--- config.mk ---
export PLATFORM = sky130hd
export DESIGN_NAME = mem_scan_viewer_flat
export DESIGN_NICKNAME = d
export VERILOG_FILES = /design/src/rtl/mem_scan_viewer_pkg.sv /design/src/rtl/mem_scan_viewer_if.sv /design/src/rtl/mem_scan_viewer_dp_ram_sync.sv /design/src/rtl/mem_scan_viewer.sv /design/src/flat_wrapper.sv
export SDC_FILE = /design/constraint.sdc
export NUM_CORES = 1
export LEC_CHECK = 0
export CAP_MARGIN = 20
export CORE_MARGIN = 4
export CORE_UTILIZATION = 35
export CTS_BUF_LIST = sky130_fd_sc_hd__clkbuf_4
export CTS_CLUSTER_DIAMETER = 200
export DETAILED_ROUTE_END_ITERATION = 16
export GPL_ROUTABILITY_DRIVEN = 0
export PLACE_DENSITY_LB_ADDON = 0.2
export SLEW_MARGIN = 20
export SYNTH_ARGS = -nofsm -noshare
export SYNTH_HDL_FRONTEND = slang
export SYNTH_SLANG_ARGS = --single-unit
--- constraint.sdc ---
create_clock -name clk -period 2.5 [get_ports clk]
set_clock_uncertainty 0.05 [all_clocks]
set_input_delay 0.25 -clock clk [delete_from_list [all_inputs] [get_ports clk]]
set_output_delay 0.25 -clock clk [all_outputs]
set_load 0.1 [all_outputs]
--- src/rtl/mem_scan_viewer_pkg.sv ---
// Shared types for the scan-read memory viewer.
// The scan mode encoding matches the two-bit board switch field.
package mem_scan_pkg;

    typedef enum logic [1:0] {
        HOLD    = 2'b00,
        AUTO    = 2'b01,
        STEP    = 2'b10,
        ONESHOT = 2'b11
    } scan_mode_t;

    localparam int DEF_DATA_W   = 3;
    localparam int DEF_ADDR_W   = 5;
    localparam int DEF_TICK_DIV = 50_000_000;

endpackage

--- src/rtl/mem_scan_viewer_if.sv ---
// Board-control and scan-read bundle between the SW/KEY decode and the viewer.
// The control side is the master, the viewer is the slave.
interface mem_scan_viewer_if #(
    parameter int DATA_W = 3,
    parameter int ADDR_W = 5
);
    import mem_scan_pkg::*;

    logic              wr_en;
    logic [ADDR_W-1:0] wr_addr;
    logic [DATA_W-1:0] wr_data;
    scan_mode_t        mode;
    logic              step;
    logic              clear_ptr;

    logic [ADDR_W-1:0] rd_addr;
    logic [DATA_W-1:0] rd_data;
    logic              rd_valid;
    logic              wrapped;
    logic              done;

    modport master (
        output wr_en, wr_addr, wr_data, mode, step, clear_ptr,
        input  rd_addr, rd_data, rd_valid, wrapped, done
    );

    modport slave (
        input  wr_en, wr_addr, wr_data, mode, step, clear_ptr,
        output rd_addr, rd_data, rd_valid, wrapped, done
    );

endinterface

--- src/rtl/mem_scan_viewer_dp_ram_sync.sv ---
// One-write/one-read synchronous RAM with registered output.
// A write to the address being read is forwarded to q on the same edge.
module dp_ram_sync #(
    parameter int DATA_W = 3,
    parameter int ADDR_W = 5
) (
    input  logic              clk,
    input  logic              reset_n,
    input  logic              i_we,
    input  logic [ADDR_W-1:0] i_waddr,
    input  logic [DATA_W-1:0] i_wdata,
    input  logic [ADDR_W-1:0] i_raddr,
    output logic [DATA_W-1:0] o_q
);

    localparam int DEPTH = 2 ** ADDR_W;

    // Array has no reset so it maps onto block RAM; only the output register clears.
    logic [DATA_W-1:0] r_mem [DEPTH];
    logic [DATA_W-1:0] r_q;

    always_ff @(posedge clk) begin
        if (i_we) begin
            r_mem[i_waddr] <= i_wdata;
        end
    end

    always_ff @(posedge clk or negedge reset_n) begin
        if (!reset_n) begin
            r_q <= '0;
        end else if (i_we && (i_waddr == i_raddr)) begin
            r_q <= i_wdata;
        end else begin
            r_q <= r_mem[i_raddr];
        end
    end

    assign o_q = r_q;

endmodule

--- src/rtl/mem_scan_viewer.sv ---
// Dual-port memory whose read address is walked by an internal scanner
// (hold, timed auto, manual step, or a single timed pass that stops at the top).
module mem_scan_viewer
    import mem_scan_pkg::*;
#(
    parameter int DATA_W   = 3,
    parameter int ADDR_W   = 5,
    parameter int TICK_DIV = 50_000_000
) (
    input  logic             clk,
    input  logic             reset_n,
    mem_scan_viewer_if.slave bus
);

    localparam int            TW        = (TICK_DIV > 1) ? $clog2(TICK_DIV) : 1;
    localparam logic [TW-1:0] TICK_LAST = TW'(TICK_DIV - 1);

    logic [TW-1:0]     r_tick_cnt;
    logic              r_step_q;
    scan_mode_t        r_mode_q;
    logic [ADDR_W-1:0] r_rd_addr;
    logic              r_rd_valid;
    logic              r_wrapped;
    logic              r_done;

    logic              w_mode_chg;
    logic              w_at_last;
    logic              w_tick_hit;
    logic              w_adv;
    logic [ADDR_W-1:0] w_addr_next;
    logic [DATA_W-1:0] w_rd_data;

    always_comb begin
        w_mode_chg = (bus.mode != r_mode_q);
        w_at_last  = &r_rd_addr;
        // A mode change restarts the timer, so a timed advance cannot land on that edge.
        w_tick_hit = !w_mode_chg && (r_tick_cnt == TICK_LAST);
        w_adv      = 1'b0;
        case (bus.mode)
            AUTO:    w_adv = w_tick_hit;
            STEP:    w_adv = bus.step && !r_step_q;
            ONESHOT: w_adv = w_tick_hit && !w_at_last;
            default: w_adv = 1'b0;
        endcase
        if (bus.clear_ptr) begin
            w_addr_next = '0;
        end else if (w_adv) begin
            w_addr_next = r_rd_addr + 1'b1;
        end else begin
            w_addr_next = r_rd_addr;
        end
    end

    always_ff @(posedge clk or negedge reset_n) begin
        if (!reset_n) begin
            r_tick_cnt <= '0;
            r_step_q   <= 1'b0;
            r_mode_q   <= HOLD;
            r_rd_addr  <= '0;
            r_rd_valid <= 1'b0;
            r_wrapped  <= 1'b0;
            r_done     <= 1'b0;
        end else begin
            r_step_q   <= bus.step;
            r_mode_q   <= bus.mode;
            r_rd_addr  <= w_addr_next;
            r_rd_valid <= (w_addr_next == r_rd_addr);
            r_wrapped  <= w_adv && w_at_last && !bus.clear_ptr;

            if (bus.clear_ptr || w_mode_chg) begin
                r_tick_cnt <= '0;
            end else begin
                case (bus.mode)
                    AUTO:    r_tick_cnt <= (r_tick_cnt == TICK_LAST) ? '0 : r_tick_cnt + 1'b1;
                    ONESHOT: r_tick_cnt <= (w_at_last || r_tick_cnt == TICK_LAST) ? '0
                                                                                 : r_tick_cnt + 1'b1;
                    default: r_tick_cnt <= '0;
                endcase
            end

            if (bus.clear_ptr || bus.mode != ONESHOT) begin
                r_done <= 1'b0;
            end else if (w_at_last) begin
                r_done <= 1'b1;
            end
        end
    end

    dp_ram_sync #(
        .DATA_W (DATA_W),
        .ADDR_W (ADDR_W)
    ) u_ram (
        .clk     (clk),
        .reset_n (reset_n),
        .i_we    (bus.wr_en),
        .i_waddr (bus.wr_addr),
        .i_wdata (bus.wr_data),
        .i_raddr (r_rd_addr),
        .o_q     (w_rd_data)
    );

    assign bus.rd_addr  = r_rd_addr;
    assign bus.rd_data  = w_rd_data;
    assign bus.rd_valid = r_rd_valid;
    assign bus.wrapped  = r_wrapped;
    assign bus.done     = r_done;

endmodule
--- src/flat_wrapper.sv ---
// flat-port wrapper written by rule: the top's interface ports become plain ports
module mem_scan_viewer_flat import mem_scan_pkg::*;
#(
    parameter int DATA_W   = 3,
    parameter int ADDR_W   = 5,
    parameter int TICK_DIV = 50_000_000
)
  (clk, reset_n, bus_wr_en, bus_wr_addr, bus_wr_data, bus_mode, bus_step, bus_clear_ptr, bus_rd_addr, bus_rd_data, bus_rd_valid, bus_wrapped, bus_done);
  mem_scan_viewer_if #(.DATA_W(DATA_W), .ADDR_W(ADDR_W)) bus_i ();
  input  logic clk;
  input  logic reset_n;
  input wire logic [$bits(bus_i.wr_en)-1:0] bus_wr_en;
  input wire logic [$bits(bus_i.wr_addr)-1:0] bus_wr_addr;
  input wire logic [$bits(bus_i.wr_data)-1:0] bus_wr_data;
  input wire logic [$bits(bus_i.mode)-1:0] bus_mode;
  input wire logic [$bits(bus_i.step)-1:0] bus_step;
  input wire logic [$bits(bus_i.clear_ptr)-1:0] bus_clear_ptr;
  output wire logic [$bits(bus_i.rd_addr)-1:0] bus_rd_addr;
  output wire logic [$bits(bus_i.rd_data)-1:0] bus_rd_data;
  output wire logic [$bits(bus_i.rd_valid)-1:0] bus_rd_valid;
  output wire logic [$bits(bus_i.wrapped)-1:0] bus_wrapped;
  output wire logic [$bits(bus_i.done)-1:0] bus_done;
  assign bus_i.wr_en = bus_wr_en;
  assign bus_i.wr_addr = bus_wr_addr;
  assign bus_i.wr_data = bus_wr_data;
  assign bus_i.mode = bus_mode;
  assign bus_i.step = bus_step;
  assign bus_i.clear_ptr = bus_clear_ptr;
  assign bus_rd_addr = bus_i.rd_addr;
  assign bus_rd_data = bus_i.rd_data;
  assign bus_rd_valid = bus_i.rd_valid;
  assign bus_wrapped = bus_i.wrapped;
  assign bus_done = bus_i.done;
  mem_scan_viewer #(.DATA_W(DATA_W), .ADDR_W(ADDR_W), .TICK_DIV(TICK_DIV)) u_core (.clk(clk), .reset_n(reset_n), .bus(bus_i));
endmodule
==> flow_summary.toml <==
[outcome]
status = "completed"

[logic_synthesis]
seq_area_frac_synth_pct = 64.8
synth.avg_cell_area_sq_um = 14.1
synth_cell_types = 51
synth-edff-count = 96
netlist_instances = 424
ys_seq_elements = 136
yosysWarnings = 0
synthAdderAreaFrac_pct = 0.627
synth_nets = 442
muxShareOfSynthArea_pct = 11.2
synth_common_cells = "96 x edfxtp_1, 74 x nor2_1, 40 x dfrtp_1, 18 x mux2i_1, 17 x xnor2_1"
synthMostInstantiatedCell = "edfxtp_1"
yosys.area.top_type = "edfxtp_1"
syn_area_sq_um = 5990
synth_compound_area_share_pct = 2.99
synth.area.top_cells = "edfxtp_1 48%, dfrtp_1 17%, mux4_2 5.6%"
synth_xor_area_share_pct = 4.09
synth_top_area_share_pct = 48.1
synth_top_family_by_area = "simple AND/OR/NAND/NOR gates"
yosys.area_share.simple_pct = 13.9
synthFlopType = "edfxtp_1"
ys_async_sr_fraction_pct = 29.4

[route]
drt-met1-wl_um = 5890
drc = 0
wl_met3_um = 568
dr.pass1.iters = 5
drt_iter0_markers = 259
wl_per_cell_um = 17.7
wl_met2_um = 5880
ant_nets = 0
post_drt_via_cell_ratio = 5.09
route.vias.total = 3571
routed_wl_um = 12400
routed.top_layer = "met4"

[clock_network]
worstSkewPairLatency_ns = 0.54
numClockSinks = 136
cts_max_level = 4
clk_pin_slew_worst_paths_ns = 0.11
tritoncts = "built"
cts_root_buffer = "clkbuf_4"
cts_resized = 0
cts_inserted_buffers = 17
cts_max_path_buffers = 2

[setup_path]
critical_path_class = "reg2reg"
required_ns = 2.88
max_stage_delay_ns = 0.44
cp_cell_sequence = "ha_1 -> and3_1 -> ha_1 -> nand3b_1 -> a21oi_1 -> nand3_2 -> a21oi_4 -> mux2_4"
slowest_stage = "dfrtp_2"
cp_top_family = "simple AND/OR/NAND/NOR gates"
cp.arrival_ns = 2.69
start_kind = "flop"
end_kind = "flop"
cp_common_cell = "ha_1"
cp_max_fo = 5
path_buf_inv = 0

[floorplan]
die_x_um = 139
ios = 26
start_util_pct = 35.9
core_sq_um = 16700
die_h_um = 139
rows = 47
design.die.area_sq_um = 19300

[pwr]
power_density_nw_per_um2 = 616
leakage_nw = 2.27
total_power_mw = 4.23
ir_drop_uv = 364

[placement]
io_buffers = 25
hpwlAfterDp_um = 8220
placed_cells = 669

[timing]
hold_viol_final = 0
fin_setup_tns_ns = 0
period_share_pct = 92.4
relSlewSlack_pct = 60.1
tightest_slew_ns = 0.597
rsz0062_at_grt = "no"
fmax_mhz = 433
slew_violations = 0
post-route-min-period_ns = 2.31
setup_viol = 0

[finish]
syn_to_final_growth_pct = 14.6
antenna_cells = 0
final_nets = 487
final_util_pct = 41.1
finalNonFillerCells = 702
drive_above_1_share_pct = 19.9

[grt]
grt_overflow = 0
grt_pass1_wl_um = 19900
grt_util_all_layers_pct = 13.3
grt_pass1_vias = 3621
antenna_found_initial = 0
grt_max_degree = 37

[hold_path]
hold_path_class = "in2reg"

[run]
maxCapViolCount = 0
[registers in the layout, indices dropped and copies added, names as in the netlist]
register and flops:
u_core.u_ram.o_q 3, u_core.bus.wrapped 1, u_core.bus.rd_valid 1, u_core.u_ram.r_mem 96, u_core.r_tick_cnt 26, u_core.r_step_q 1, u_core.bus.done 1, u_core.bus.rd_addr 5
u_core.r_mode_q 2
[cells in the final DEF, fill, tap and decap left out, types with 6 or more instances in the layout]
| master | n |
|---|---|
| inv_1 | 9 |
| clkdlybuf4s50_1 | 13 |
| xnor2_1 | 17 |
| dfrtp_1 | 36 |
| a21oi_1 | 6 |
| clkbuf_4 | 18 |
| nand3b_1 | 7 |
| mux2i_1 | 18 |
| o21ai_0 | 6 |
| buf_4 | 27 |
| edfxtp_1 | 96 |
| nand3_1 | 16 |
| nor2_1 | 74 |
| xor2_1 | 11 |
| nor3_1 | 8 |
| nand2b_1 | 7 |
| nand2_1 | 14 |
| mux4_2 | 15 |
[kinds of logic after synthesis]
group	Yosys count
AO/OA/AOI/OAI	26
XOR/XNOR	28
multiplexers	41
AND/OR/NAND/NOR	163
buffers and inverters	27
adder cells (fa/ha/maj)	3
flip-flops	136
[power by group]
group	leakage (nW)	internal, mW	total, mW	switching, mW
clock network	0.164	0.711	1.54	0.825
logic	0.705	0.0888	0.244	0.155
registers	1.40	2.44	2.45	0.00756
[per-layer routing]
layer / vias to the layer above / global-route usage (%)
met5: - / 0
met4: 0 / 2.94
met3: 8 / 4.31
met2: 84 / 20.5
met1: 1809 / 18.5
li1: 1670 / -
[repair_timing]
item                      in CTS  in global routing
hold buffers                   1                  0
buffers inserted               0                  0
hold endpoints to repair      24                  0
[worst paths after layout]
| path | from | to | slack (ns) | cells past startpoint |
|---|---|---|---|---|
| setup / recovery | u_core.bus.rd_addr[0]$_DFF_PN0_ | u_core.bus.rd_addr[0]$_DFF_PN0_ | 0.19 | 8 |
| hold / removal | bus_step | u_core.r_step_q$_DFF_PN0_ | 0.14 | 1 |
| setup reg to reg | u_core.bus.rd_addr[0]$_DFF_PN0_ | u_core.bus.rd_addr[0]$_DFF_PN0_ | 0.19 | 8 |
| hold reg to reg | u_core.r_tick_cnt[0]$_DFF_PN0_ | u_core.r_tick_cnt[0]$_DFF_PN0_ | 0.45 | 1 |
| max in group asynchronous | reset_n | u_core.r_tick_cnt[12]$_DFF_PN0_ | 1.58 | 3 |
| min in group asynchronous | reset_n | u_core.r_tick_cnt[17]$_DFF_PN0_ | 0.18 | 2 |
[layout make-up]
class	count	area, sq um
multi-input combinational	261	1970
clock inverter	14	173
timing repair buffer	44	388
sequential	136	3890
fill	1563	9840
inverter	9	33.8
clock buffer	18	135
tap	220	275
[through the flow]
stage	cell area, sq um	hold WS [ns]	setup WS (ns)
after floorplan	6000	-0.0956	0.0190
after global placement	6550	0.242	0.226
after detailed placement	6550	0.243	0.196
after CTS	6860	0.0990	0.166
after global routing	6860	0.0756	0.0536
final	6860	0.141	0.190
Power figures use the tool's default switching activity.
